<file path="config.mk">
export PLATFORM = sky130hd
export DESIGN_NAME = video_timing_gen
export DESIGN_NICKNAME = d
export VERILOG_FILES = /design/src/rtl/video_timing_gen_pkg.sv /design/src/rtl/video_pattern_gen.sv /design/src/rtl/video_timing_gen.sv
export SDC_FILE = /design/constraint.sdc
export NUM_CORES = 1
export LEC_CHECK = 0
export CELL_PAD_IN_SITES_DETAIL_PLACEMENT = 0
export CELL_PAD_IN_SITES_GLOBAL_PLACEMENT = 1
export CORE_ASPECT_RATIO = 1.1
export CORE_MARGIN = 4
export CORE_UTILIZATION = 44
export CTS_CLUSTER_DIAMETER = 200
export DETAILED_ROUTE_END_ITERATION = 10
export PLACE_DENSITY_LB_ADDON = 0.3
export SLEW_MARGIN = 20
export SYNTH_ARGS = -nofsm -noshare
export SYNTH_HDL_FRONTEND = slang
export SYNTH_SLANG_ARGS = --single-unit
</file>
<file path="constraint.sdc">
create_clock -name clk_i -period 2.4 [get_ports clk_i]
set_input_delay 0.48 -clock clk_i [delete_from_list [all_inputs] [get_ports clk_i]]
set_output_delay 0.48 -clock clk_i [all_outputs]
set_load 0.05 [all_outputs]
</file>
<file path="src/rtl/video_timing_gen_pkg.sv">
// rtl/video_timing_gen_pkg.sv - shared raster timing types, pattern codes and bar colours
package video_timing_gen_pkg;

    typedef enum logic [1:0] {
        ST_IDLE = 2'd0,
        ST_RUN  = 2'd1,
        ST_STOP = 2'd2
    } vtg_state_e;

    localparam logic [1:0] PAT_SOLID = 2'd0;
    localparam logic [1:0] PAT_BARS  = 2'd1;
    localparam logic [1:0] PAT_CHECK = 2'd2;
    localparam logic [1:0] PAT_RAMP  = 2'd3;

    localparam logic [23:0] SOLID_GREY = 24'h808080;

    function automatic logic [23:0] bar_color(input logic [2:0] idx);
        logic [23:0] c;
        case (idx)
            3'd0:    c = 24'hFFFFFF;
            3'd1:    c = 24'hFFFF00;
            3'd2:    c = 24'h00FFFF;
            3'd3:    c = 24'h00FF00;
            3'd4:    c = 24'hFF00FF;
            3'd5:    c = 24'hFF0000;
            3'd6:    c = 24'h0000FF;
            default: c = 24'h000000;
        endcase
        return c;
    endfunction

endpackage

</file>
<file path="src/rtl/video_pattern_gen.sv">
// rtl/video_pattern_gen.sv - combinational test pattern from pixel column, cell parity and pattern code
module video_pattern_gen
    import video_timing_gen_pkg::*;
#(
    parameter int H_WIDTH = 1920,
    parameter int HW      = 12
) (
    input  logic [HW-1:0] x,
    input  logic          cell_par,
    input  logic [1:0]    pat,
    output logic [23:0]   data
);

    localparam logic [HW-1:0] BAR_W = HW'(H_WIDTH / 8);

    logic [HW-1:0] bar_idx;

    always_comb begin
        bar_idx = x / BAR_W;
        data    = SOLID_GREY;
        unique case (pat)
            PAT_SOLID: data = SOLID_GREY;
            // Remainder pixels past 8*BAR_W fall into the last (black) bar
            PAT_BARS:  data = bar_color((bar_idx > HW'(7)) ? 3'd7 : bar_idx[2:0]);
            PAT_CHECK: data = cell_par ? 24'h000000 : 24'hFFFFFF;
            default:   data = {3{8'(x)}};
        endcase
    end

endmodule

</file>
<file path="src/rtl/video_timing_gen.sv">
// rtl/video_timing_gen.sv - raster timing generator with registered hs/vs/de and selectable test pattern
module video_timing_gen
    import video_timing_gen_pkg::*;
#(
    parameter int H_WIDTH  = 1920,
    parameter int H_START  = 2008,
    parameter int H_SYNC   = 44,
    parameter int H_TOTAL  = 2200,
    parameter int V_HEIGHT = 1080,
    parameter int V_START  = 1084,
    parameter int V_SYNC   = 5,
    parameter int V_TOTAL  = 1125,
    parameter int KH       = 30,
    parameter int KV       = 30
) (
    input  logic        clk_i,
    input  logic        rst_ni,
    input  logic        en_i,
    input  logic [1:0]  pattern_i,
    output logic        vout_hs_o,
    output logic        vout_vs_o,
    output logic        vout_de_o,
    output logic [23:0] vout_data_o,
    output logic        frame_start_o,
    output logic [15:0] frame_cnt_o
);

    localparam int HW  = $clog2(H_TOTAL + 1);
    localparam int VW  = $clog2(V_TOTAL + 1);
    localparam int KHW = $clog2(KH + 1);
    localparam int KVW = $clog2(KV + 1);

    localparam logic [HW-1:0]  H_LAST  = HW'(H_TOTAL - 1);
    localparam logic [HW-1:0]  H_ACT   = HW'(H_WIDTH);
    localparam logic [HW-1:0]  HS_BEG  = HW'(H_START);
    localparam logic [HW-1:0]  HS_END  = HW'(H_START + H_SYNC);
    localparam logic [VW-1:0]  V_LAST  = VW'(V_TOTAL - 1);
    localparam logic [VW-1:0]  V_ACT   = VW'(V_HEIGHT);
    localparam logic [VW-1:0]  VS_BEG  = VW'(V_START);
    localparam logic [VW-1:0]  VS_END  = VW'(V_START + V_SYNC);
    localparam logic [KHW-1:0] KH_LAST = KHW'(KH - 1);
    localparam logic [KVW-1:0] KV_LAST = KVW'(KV - 1);

    if (!(H_WIDTH < H_START && H_START + H_SYNC <= H_TOTAL &&
          V_HEIGHT < V_START && V_START + V_SYNC <= V_TOTAL && H_WIDTH >= 8)) begin : g_param_check
        $error("video_timing_gen: illegal timing geometry");
    end

    vtg_state_e     state;
    logic [HW-1:0]  h_cnt;
    logic [VW-1:0]  v_cnt;
    logic [KHW-1:0] kh_cnt;
    logic [KVW-1:0] kv_cnt;
    logic           col_par;
    logic           row_par;
    logic [1:0]     pat_q;
    logic [15:0]    frame_cnt;

    logic        running;
    logic        h_last;
    logic        frame_last;
    logic        at_origin;
    logic        pat_load;
    logic [1:0]  pat_sel;
    logic        de_c;
    logic        hs_c;
    logic        vs_c;
    logic [23:0] pat_data;

    always_comb begin
        running    = (state != ST_IDLE);
        h_last     = (h_cnt == H_LAST);
        frame_last = h_last && (v_cnt == V_LAST);
        at_origin  = (h_cnt == '0) && (v_cnt == '0);
        // Pattern is taken at frame origin so the first pixel already uses it
        pat_load   = at_origin && ((state == ST_RUN) || en_i);
        pat_sel    = pat_load ? pattern_i : pat_q;
        de_c       = (h_cnt < H_ACT) && (v_cnt < V_ACT);
        hs_c       = (h_cnt >= HS_BEG) && (h_cnt < HS_END);
        vs_c       = (v_cnt >= VS_BEG) && (v_cnt < VS_END);
    end

    always_ff @(posedge clk_i or negedge rst_ni) begin
        if (!rst_ni) begin
            state <= ST_IDLE;
            pat_q <= PAT_SOLID;
        end else begin
            if (pat_load) pat_q <= pattern_i;
            unique case (state)
                ST_IDLE: if (en_i) state <= ST_RUN;
                ST_RUN:  if (!en_i) state <= frame_last ? ST_IDLE : ST_STOP;
                ST_STOP: begin
                    if (en_i)            state <= ST_RUN;
                    else if (frame_last) state <= ST_IDLE;
                end
                default: state <= ST_IDLE;
            endcase
        end
    end

    // Raster and checkerboard cell counters; the last pixel always wraps to origin
    always_ff @(posedge clk_i or negedge rst_ni) begin
        if (!rst_ni) begin
            h_cnt     <= '0;
            v_cnt     <= '0;
            kh_cnt    <= '0;
            kv_cnt    <= '0;
            col_par   <= 1'b0;
            row_par   <= 1'b0;
            frame_cnt <= '0;
        end else if (running) begin
            if (h_last) begin
                h_cnt   <= '0;
                kh_cnt  <= '0;
                col_par <= 1'b0;
                if (v_cnt == V_LAST) begin
                    v_cnt     <= '0;
                    kv_cnt    <= '0;
                    row_par   <= 1'b0;
                    frame_cnt <= frame_cnt + 16'd1;
                end else begin
                    v_cnt <= v_cnt + 1'b1;
                    if (kv_cnt == KV_LAST) begin
                        kv_cnt  <= '0;
                        row_par <= ~row_par;
                    end else begin
                        kv_cnt <= kv_cnt + 1'b1;
                    end
                end
            end else begin
                h_cnt <= h_cnt + 1'b1;
                if (kh_cnt == KH_LAST) begin
                    kh_cnt  <= '0;
                    col_par <= ~col_par;
                end else begin
                    kh_cnt <= kh_cnt + 1'b1;
                end
            end
        end
    end

    video_pattern_gen #(
        .H_WIDTH (H_WIDTH),
        .HW      (HW)
    ) u_pattern (
        .x        (h_cnt),
        .cell_par (col_par ^ row_par),
        .pat      (pat_sel),
        .data     (pat_data)
    );

    always_ff @(posedge clk_i or negedge rst_ni) begin
        if (!rst_ni) begin
            vout_hs_o     <= 1'b0;
            vout_vs_o     <= 1'b0;
            vout_de_o     <= 1'b0;
            vout_data_o   <= '0;
            frame_start_o <= 1'b0;
        end else if (!running) begin
            vout_hs_o     <= 1'b0;
            vout_vs_o     <= 1'b0;
            vout_de_o     <= 1'b0;
            vout_data_o   <= '0;
            frame_start_o <= 1'b0;
        end else begin
            vout_hs_o     <= hs_c;
            vout_vs_o     <= vs_c;
            vout_de_o     <= de_c;
            vout_data_o   <= de_c ? pat_data : 24'h000000;
            frame_start_o <= at_origin;
        end
    end

    assign frame_cnt_o = frame_cnt;

endmodule

</file>
==> impl_metrics.env, run 1 <==
export IMPL_status="complete, no violations"
export IMPL_reg2regPathDepth=8
export IMPL_hpwl_um=6760
export IMPL_design_core_area_sq_um=9050
export IMPL_clockRootBuffer="clkbuf_8"
export IMPL_ant_nets=0
export IMPL_setup_worst_path_start_class="register"
export IMPL_synthToLayoutAreaGrowth_pct=22.5
export IMPL_ys_types=53
export IMPL_drv_cap=0
export IMPL_clock_sinks=83
export IMPL_io_buffers=48
export IMPL_syn_num_nets=426
export IMPL_start_util=0.459
export IMPL_critPathArrivalTime_ns=2.44
export IMPL_grt_pass1_wl_um=15400
export IMPL_first_global_vias=3207
export IMPL_layout_common_cells="dfrtp_1 (83), clkdlybuf4s50_1 (47), nand2_1 (39)"
export IMPL_drt_total_wl_um=9150
export IMPL_yosys_top_cells_area="dfrtp_1 (50%), xnor2_1 (4.4%), xor2_1 (3.6%), nand2_1 (3.5%), o21ai_0 (3.1%)"
export IMPL_fillCellCount=830
export IMPL_dieArea_sq_um=11100
export IMPL_finalClockSkew_ns=0.0128
export IMPL_num_rows=36
export IMPL_hp_class="input port to async pin"
export IMPL_netlist_area_sq_um=4160
export IMPL_final_common_cell="dfrtp_1"
export IMPL_layout_drive_gt1_share=0.113
export IMPL_finalMaxSlewViolations=0
export IMPL_routabilityCongestion=0.816
export IMPL_drt_initial_drc_count=119
export IMPL_post_dp_cell_area_sq_um=4850
export IMPL_period_needed_ns=2.22
export IMPL_slew_headroom=0.609
export IMPL_synth_edff_count=0
export IMPL_finish_instance_area_sq_um=5090
export IMPL_end_kind="register"
export IMPL_ys_flop_type="dfrtp_1"
export IMPL_avgSynthCellArea_sq_um=10.1
export IMPL_cts_tree="yes"
export IMPL_clk_pin_slew_worst_paths_ns=0.08
export IMPL_viasPerCell=5.48
export IMPL_drc=0
export IMPL_insertedDiodeCount=0
export IMPL_die_x_um=101
export IMPL_wl_per_cell_um=15.4
export IMPL_nets=489
export IMPL_drt_pass1_iter_count=4
export IMPL_track_usage=0.177
export IMPL_gr_total_overflow=0
export IMPL_vias=3253
export IMPL_yosysSeqAreaShare=0.500
export IMPL_syn_inst=412
export IMPL_synth_top_cell_by_area="dfrtp_1"
export IMPL_vdd_drop_max_mv=0.403
export IMPL_ys_seq_elements=83
export IMPL_io_pins=49
export IMPL_power_density_nw_per_um2=1000
export IMPL_rsz0062_at_grt="no"
export IMPL_p_leak_nw=2.23
export IMPL_required_ns=2.62
export IMPL_clk_latency_ns=0.36
export IMPL_max_clock_freq_mhz=450
export IMPL_synthArstFlopShare=1.00
export IMPL_synth_top_area_share=0.500
export IMPL_yosys_warnings=0
export IMPL_antenna_found_initial=0
export IMPL_grt_max_degree=47
export IMPL_setup_viol=0
export IMPL_ctsLongestPathBuffers=2
export IMPL_cts_max_level=3
export IMPL_worst_pin_slew_ns=0.582
export IMPL_setup_tns_final_ns=0
export IMPL_critPathKind="register to register"
export IMPL_cts_inserted_buffers=9
export IMPL_cp_max_fo=9
export IMPL_min_period_over_period=0.925
export IMPL_hold_viol=0
export IMPL_fp_dieH_um=110
==> cells in the mapped netlist (all sizes together) (2+ instances only) <==
library cell	n
dfrtp	83
nand2	39
o21ai	35
nor2	31
xnor2	21
nor3	20
a21oi	19
nand3	19
nand4	17
xor2	17
inv	14
buf	12
and3	9
ha	9
nor4	9
nand2b	6
and2	4
clkbuf	4
mux2	4
o31ai	4
mux2i	3
nor2b	3
o211ai	3
or2	3
a211oi	2
a22oi	2
a31oi	2
and4	2
maj3	2
nor4b	2
o211a	2
o22ai	2
==> layer usage <==
metal,vias to the layer above,routed length (um),share of wire,track usage
met5,-,0,0,0
met4,0,199,0.022,0.0760
met3,16,407,0.044,0.0355
met2,87,4580,0.50,0.288
met1,1571,3960,0.43,0.229
li1,1579,-,-,-
==> registers in the layout (all words and copies together) (netlist names) <==
| name | count |
|---|---|
| v_cnt | 11 |
| frame_start_o | 1 |
| pat_q | 2 |
| col_par | 1 |
| kv_cnt | 5 |
| vout_vs_o | 1 |
| vout_hs_o | 1 |
| state | 2 |
| h_cnt | 12 |
| kh_cnt | 5 |
| row_par | 1 |
| vout_data_o | 24 |
| vout_de_o | 1 |
| frame_cnt_o | 16 |
==> report_power, final <==
part	internal (W)	leakage [nW]	switching [W]
registers	0.00170	1.10	0.000163
clock network	0.000591	0.111	0.000512
logic	0.000748	1.02	0.00138
total	0.00303	2.23	0.00206
==> worst max-delay path, cell delays in order, from the launching register on <==
cell     delay, ns
dfrtp_1       0.42
inv_1         0.09
ha_1          0.16
nor4b_4       0.32
nand4_4       0.19
nor2_8        0.21
mux2_4        0.36
o21ai_1       0.24
nor4_1        0.10
==> final timing paths <==
| path | slack [ns] | startpoint | endpoint |
|---|---|---|---|
| worst max-delay path | 0.18 | v_cnt[0] | vout_data_o[3] |
| worst max register to register | 0.18 | v_cnt[0] | vout_data_o[3] |
| worst min register to register | 0.48 | frame_cnt_o[15] | frame_cnt_o[15] |
| max in group asynchronous | 1.70 | rst_ni | vout_vs_o |
| worst min-delay path | 0.09 | rst_ni | h_cnt[10] |
| min in group clk_i | 0.48 | frame_cnt_o[15] | frame_cnt_o[15] |
==> logic make-up after synthesis <==
| group | after synthesis | synth area share |
|---|---|---|
| buf+inv | 30 | 0.0313 |
| mux | 7 | 0.0190 |
| compound gates | 75 | 0.107 |
| simple gates | 168 | 0.231 |
| flops | 83 | 0.500 |
| xor+xnor | 38 | 0.0801 |
| fa+ha+maj | 11 | 0.0319 |
==> cell type report <==
cell class	instances	area, sq um	share of cell area
flip-flops and latches	83	2080	0.408
clock buffers	10	128	0.0251
multi-input cells	299	1960	0.385
inverters	14	52.6	0.0103
repair buffers	68	641	0.126
well taps	114	143	0.0280
clock inverters	6	87.6	0.0172
==> through the flow <==
| stage | hold slack, ns | util | cells | total power, W | worst slack [ns] |
|---|---|---|---|---|---|
| floorplan | 0.184 | - | 412 | 0.00330 | 0.346 |
| global placement | 0.461 | 0.536 | 577 | 0.00398 | 0.119 |
| detailed placement | 0.468 | 0.536 | 577 | 0.00402 | 0.0586 |
| CTS | 0.0953 | 0.560 | 593 | 0.00513 | 0.124 |
| global route | 0.121 | 0.562 | 594 | 0.00538 | 0.0100 |
| finish | 0.0867 | 0.562 | 594 | 0.00509 | 0.179 |
==> timing repair <==
action,in CTS,in global routing
setup buffers,0,1
resized for setup,0,2
setup endpoints to repair,0,7
hold buffers,0,0
Power figures use the tool's default switching activity.
==> inputs of run 2 (changes only) <==
--- a/config.mk
+++ b/config.mk
@@ -13,6 +13,7 @@
 export CTS_CLUSTER_DIAMETER = 200
 export DETAILED_ROUTE_END_ITERATION = 10
 export PLACE_DENSITY_LB_ADDON = 0.3
+export RECOVER_POWER = 25
 export SLEW_MARGIN = 20
 export SYNTH_ARGS = -nofsm -noshare
 export SYNTH_HDL_FRONTEND = slang
==> impl_metrics.env, run 2 (synthesized netlist as in run 1, its figures left out) <==
export IMPL_status="complete, no violations"
export IMPL_hpwl_um=6760
export IMPL_antenna_found_initial=0
export IMPL_viasPerCell=5.51
export IMPL_grt_max_degree=47
export IMPL_top_register="vout_data_o"
export IMPL_power_density_nw_per_um2=1000
export IMPL_layout_drive_gt1_share=0.113
export IMPL_num_rows=36
export IMPL_wl_per_cell_um=15.4
export IMPL_grt_pass1_wl_um=15400
export IMPL_rsz0062_at_grt="no"
export IMPL_switching_share=0.404
export IMPL_cts_max_level=3
export IMPL_insertedDiodeCount=0
export IMPL_reg2regPathDepth=8
export IMPL_finalClockSkew_ns=0.0129
export IMPL_max_clock_freq_mhz=450
export IMPL_synthToLayoutAreaGrowth_pct=22.0
export IMPL_start_util=0.459
export IMPL_internal_power_w=0.00303
export IMPL_setup_worst_path_start_class="register"
export IMPL_vdd_drop_max_mv=0.403
export IMPL_dieArea_sq_um=11100
export IMPL_first_global_vias=3207
export IMPL_setup_viol=0
export IMPL_drc=0
export IMPL_hold_viol=0
export IMPL_clk_pin_slew_worst_paths_ns=0.08
export IMPL_slew_headroom=0.239
export IMPL_io_buffers=48
export IMPL_cts_inserted_buffers=9
export IMPL_gr_total_overflow=0
export IMPL_nets=489
export IMPL_drt_pass1_iter_count=5
export IMPL_cp_max_fo=9
export IMPL_worst_pin_slew_ns=1.14
export IMPL_hp_class="input port to async pin"
export IMPL_vias=3270
export IMPL_routabilityCongestion=0.816
export IMPL_track_usage=0.177
export IMPL_ctsLongestPathBuffers=2
export IMPL_ant_nets=0
export IMPL_final_common_cell="dfrtp_1"
export IMPL_fp_dieH_um=110
export IMPL_period_needed_ns=2.22
export IMPL_io_pins=49
export IMPL_power_switching_w=0.00206
export IMPL_setup_tns_final_ns=0
export IMPL_p_comb_frac=0.418
export IMPL_layout_common_cells="dfrtp_1 (83), clkdlybuf4s50_1 (47), nand2_1 (39)"
export IMPL_end_kind="register"
export IMPL_fillCellCount=832
export IMPL_finalPower_w=0.00509
export IMPL_clockRootBuffer="clkbuf_8"
export IMPL_power_frac_clock=0.217
export IMPL_clk_latency_ns=0.36
export IMPL_cts_tree="yes"
export IMPL_die_x_um=101
export IMPL_largest_reg_flops=24
export IMPL_drv_cap=0
export IMPL_p_seq_frac=0.365
export IMPL_required_ns=2.62
export IMPL_p_leak_nw=2.23
export IMPL_finalMaxSlewViolations=0
export IMPL_critPathArrivalTime_ns=2.44
export IMPL_min_period_over_period=0.925
export IMPL_clock_sinks=83
export IMPL_design_core_area_sq_um=9050
export IMPL_drt_total_wl_um=9150
export IMPL_critPathKind="register to register"
export IMPL_drt_initial_drc_count=119
run 2: through the flow:
stage                     hold slack [ns]   util  instance area [sq um]  worst slack [ns]  std cells
after global routing                0.343  0.560                   5070            0.0100        594
after floorplan                     0.184      -                   4160             0.346        412
after global placement              0.461  0.536                   4850             0.119        577
after detailed placement            0.468  0.536                   4850            0.0586        577
after CTS                          0.0953  0.560                   5070             0.124        593
final                               0.255  0.560                   5070             0.179        594
run 2: power groups by stage:
stage               Clock, W  Sequential, W  Combinational, W
finish               0.00110        0.00186           0.00213
global route         0.00119        0.00190           0.00229
global placement           0        0.00188           0.00210
CTS                  0.00113        0.00187           0.00214
floorplan                  0        0.00251          0.000790
detailed placement         0        0.00189           0.00213
run 2: final cells by class:
type	instances	area (sq um)	area share
clock buffer	10	128	0.0252
clock inverter	6	87.6	0.0173
inverter	14	52.6	0.0104
multi-input combinational	299	1960	0.387
sequential	83	2080	0.409
tap	114	143	0.0281
timing repair buffer	68	623	0.123
run 2: per-layer routing:
metal,vias up,track usage,routed length (um)
met1,1585,0.229,3960
met5,-,0,0
met3,17,0.0355,373
met2,87,0.288,4610
li1,1581,-,-
met4,0,0.0760,205
run 2: critical path: stages (launching register included):
cell and delay (ns):
dfrtp_1 0.42, inv_1 0.09, ha_1 0.16, nor4b_4 0.32, nand4_4 0.19, nor2_8 0.21
mux2_4 0.36, o21ai_1 0.24, nor4_1 0.10
run 2: timing repair:
action,CTS,global route
hold endpoints to repair,0,0
hold buffers,0,0
buffers inserted,0,1
gates resized for setup,0,2
endpoints found under the setup margin,0,7
run 2: final timing paths:
check                                     start              end  slack, ns
worst max-delay path                   v_cnt[0]   vout_data_o[3]       0.18
worst min-delay path                     rst_ni        h_cnt[10]       0.25
worst max register to register         v_cnt[0]   vout_data_o[3]       0.18
worst min register to register  frame_cnt_o[15]  frame_cnt_o[15]       0.48
max in group asynchronous                rst_ni        kv_cnt[0]       0.50
min in group clk_i              frame_cnt_o[15]  frame_cnt_o[15]       0.48
==> inputs of run 3 (changes only) <==
--- a/config.mk
+++ b/config.mk
@@ -9,12 +9,14 @@
 export CELL_PAD_IN_SITES_GLOBAL_PLACEMENT = 1
 export CORE_ASPECT_RATIO = 1.1
 export CORE_MARGIN = 4
-export CORE_UTILIZATION = 44
+export CORE_UTILIZATION = 47
 export CTS_CLUSTER_DIAMETER = 200
 export DETAILED_ROUTE_END_ITERATION = 10
+export GPL_TIMING_DRIVEN = 0
 export PLACE_DENSITY_LB_ADDON = 0.3
 export RECOVER_POWER = 25
 export SLEW_MARGIN = 20
 export SYNTH_ARGS = -nofsm -noshare
 export SYNTH_HDL_FRONTEND = slang
+export SYNTH_HIERARCHICAL = 1
 export SYNTH_SLANG_ARGS = --single-unit
==> constraint.sdc (replaced) <==
create_clock -name clk_i -period 2.82 [get_ports clk_i]
set_input_delay 0.564 -clock clk_i [delete_from_list [all_inputs] [get_ports clk_i]]
set_output_delay 0.564 -clock clk_i [all_outputs]
set_load 0.05 [all_outputs]
==> impl_metrics.env, run 3 <==
export IMPL_status="complete, but fails checks"
export IMPL_violations="max-capacitance violations, max-slew violations"
export IMPL_antenna_found_initial=0
export IMPL_layout_drive_gt1_share=0.155
export IMPL_clk_pin_slew_worst_paths_ns=0.08
export IMPL_io_pins=49
export IMPL_drc=0
export IMPL_cts_max_level=3
export IMPL_worst_pin_slew_ns=1.52
export IMPL_num_rows=36
export IMPL_hpwl_um=6980
export IMPL_ys_seq_elements=83
export IMPL_avgSynthCellArea_sq_um=9.98
export IMPL_end_kind="register"
export IMPL_synthTopCellsByCount="dfrtp_1 (83), nand2_1 (44), and2_1 (29)"
export IMPL_synth_top_cell_by_area="dfrtp_1"
export IMPL_cp_max_fo=9
export IMPL_insertedDiodeCount=0
export IMPL_power_density_nw_per_um2=833
export IMPL_final_cells=629
export IMPL_synthArstFlopShare=1.00
export IMPL_synthAdderAreaFrac=0.0281
export IMPL_gr_total_overflow=0
export IMPL_p_seq_frac=0.356
export IMPL_ys_types=66
export IMPL_io_buffers=48
export IMPL_setup_worst_path_start_class="register"
export IMPL_clk_latency_ns=0.36
export IMPL_start_util=0.488
export IMPL_finalMaxSlewViolations=32
export IMPL_yosys_warnings=6
export IMPL_syn_inst=441
export IMPL_die_x_um=100
export IMPL_period_needed_ns=2.71
export IMPL_timing_critical_path_cells="inv_1 -> ha_2 -> nor4bb_4 -> nand3_2 -> nor3_4 -> mux2_4 -> buf_4 -> and2_1 -> buf_4 -> a21oi_4 -> o21ai_1 -> and2_1"
export IMPL_worst_hold_slack_ns=0.483
export IMPL_synthToLayoutAreaGrowth_pct=22.4
export IMPL_grt_pass1_wl_um=16400
export IMPL_largest_reg_flops=24
export IMPL_ctsHoldBuffers=0
export IMPL_track_usage=0.190
export IMPL_cts_tree="yes"
export IMPL_wl_per_cell_um=15.7
export IMPL_required_ns=3.07
export IMPL_ctsLongestPathBuffers=2
export IMPL_vdd_drop_max_mv=0.322
export IMPL_ys_flop_type="dfrtp_1"
export IMPL_synth_compound_area_frac=0.122
export IMPL_drt_initial_drc_count=247
export IMPL_routabilityCongestion=0.817
export IMPL_nets=524
export IMPL_cpPeakStageDelay_ns=0.43
export IMPL_drt_total_wl_um=9900
export IMPL_synthMuxAreaShare=0.0125
export IMPL_clockRootBuffer="clkbuf_8"
export IMPL_synth_xor_area_frac=0.0577
export IMPL_power_switching_w=0.00182
export IMPL_finalClockSkew_ns=0.00671
export IMPL_p_comb_frac=0.467
export IMPL_min_period_over_period=0.962
export IMPL_yosys_area_share_simple=0.266
export IMPL_design_core_area_sq_um=9010
export IMPL_drt_pass1_iter_count=4
export IMPL_synth_top_area_share=0.472
export IMPL_synth_edff_count=0
export IMPL_yosys_top_cells_area="dfrtp_1 (47%), and2_1 (4.1%), nand2_1 (3.8%), xor2_1 (3.0%), xnor2_1 (2.8%)"
export IMPL_critPathKind="register to register"
export IMPL_layout_common_cells="dfrtp_1 (81), clkdlybuf4s50_1 (47), nand2_1 (44)"
export IMPL_worst_path_max_delay_cell="dfrtp_2"
export IMPL_rsz0062_at_grt="no"
export IMPL_slew_headroom=-0.0141
export IMPL_critPathArrivalTime_ns=2.97
export IMPL_viasPerCell=5.58
export IMPL_p_leak_nw=2.37
export IMPL_syn_num_nets=455
export IMPL_dieArea_sq_um=11000
export IMPL_yosysMostFrequentCell="dfrtp_1"
export IMPL_hold_viol=0
export IMPL_first_global_vias=3290
export IMPL_vias=3509
export IMPL_grt_max_degree=54
export IMPL_place_inst=604
export IMPL_switching_share=0.405
export IMPL_finish_instance_area_sq_um=5390
export IMPL_post_dp_cell_area_sq_um=5050
export IMPL_netlist_area_sq_um=4400
export IMPL_fillCellCount=776
export IMPL_setup_viol=0
export IMPL_cts_inserted_buffers=9
export IMPL_internal_power_w=0.00267
export IMPL_drv_cap=1
export IMPL_ant_nets=0
export IMPL_final_common_cell="dfrtp_1"
export IMPL_hp_class="register to register"
export IMPL_fp_dieH_um=109
export IMPL_clock_sinks=83
export IMPL_yosysSeqAreaShare=0.472
export IMPL_synth_top_family_by_area="simple AND/OR/NAND/NOR gates"
export IMPL_max_clock_freq_mhz=369
export IMPL_power_frac_clock=0.177
export IMPL_top_register="vout_data_o"
run 3: cell types whose count changed in the layout (fill, tap and decap cells not counted), sizes merged, moves of 5 or more:
cell	previous run	this run
and2	4	32
clkbuf	12	21
a21o	0	8
xnor2	21	14
a21oi	19	13
nor2	31	25
o21ai	35	29
nand2	39	44
nand2b	6	1
nand3	19	24
nor3	20	15
run 3: kinds of logic (layout without fill, tap and decap cells):
family,after synthesis,count (layout)
buf+inv,34,107
xor+xnor,29,29
fa+ha+maj,10,10
simple gates,202,202
flops,83,83
mux,5,6
compound gates,78,78
run 3: layout make-up:
type	count	area, sq um	share of cell area
buffer	20	136	0.0253
clock buffer	12	155	0.0288
clock inverter	4	25.0	0.00465
inverter	13	48.8	0.00906
multi-input combinational	325	2250	0.418
sequential	83	2080	0.386
tap	114	143	0.0265
timing repair buffer	58	549	0.102
run 3: stage by stage:
stage | setup WS [ns] | total power, W | TNS (ns) | utilization
4_1_cts | 0.0313 | 0.00437 | 0 | 0.588
5_1_grt | 0.00859 | 0.00477 | 0 | 0.598
2_1_floorplan | 0.0779 | 0.00297 | 0 | -
6_report | 0.108 | 0.00449 | 0 | 0.598
3_5_place_dp | -0.668 | 0.00351 | -12.92 | 0.560
3_3_place_gp | -1.70 | 0.00347 | -152.68 | 0.558
run 3: repair_timing:
item / CTS / global route
pin swaps: 2 / 5
gates resized for setup: 11 / 14
cloned: 0 / 1
setup endpoints to repair: 24 / 24
buffers inserted: 2 / 7
run 3: routing by layer:
layer	routed length, um	track usage	vias to the layer above
li1	-	-	1711
met1	4360	0.242	1710
met2	4990	0.320	75
met3	390	0.0406	13
met4	165	0.0683	0
met5	0	0	-
run 3: path summary, 6_finish.rpt:
path | cells after the start | slack (ns) | end | startpoint
setup / recovery | 12 | 0.11 | vout_data_o[7] | h_cnt[0]
hold / removal | 1 | 0.48 | frame_cnt_o[15] | frame_cnt_o[15]
setup reg to reg | 12 | 0.11 | vout_data_o[7] | h_cnt[0]
hold reg to reg | 1 | 0.48 | frame_cnt_o[15] | frame_cnt_o[15]
max in group asynchronous | 2 | 0.67 | h_cnt[1] | rst_ni
min in group asynchronous | 1 | 0.56 | kh_cnt[4] | rst_ni
run 3: worst max-delay path: cells and delay by family (launching register included):
family | cells | cell delay (ns)
compound gates | 2 | 0.19
fa+ha+maj | 1 | 0.17
buf+inv | 3 | 0.37
flops | 1 | 0.43
simple gates | 5 | 1.06
mux | 1 | 0.37
run 3: power groups by stage:
stage | combinational (W) | sequential, W | clock (W)
final | 0.00209 | 0.00160 | 0.000794
after detailed placement | 0.00189 | 0.00163 | 0
after floorplan | 0.000878 | 0.00209 | 0
after global placement | 0.00185 | 0.00162 | 0
after CTS | 0.00195 | 0.00160 | 0.000814
after global routing | 0.00227 | 0.00164 | 0.000867
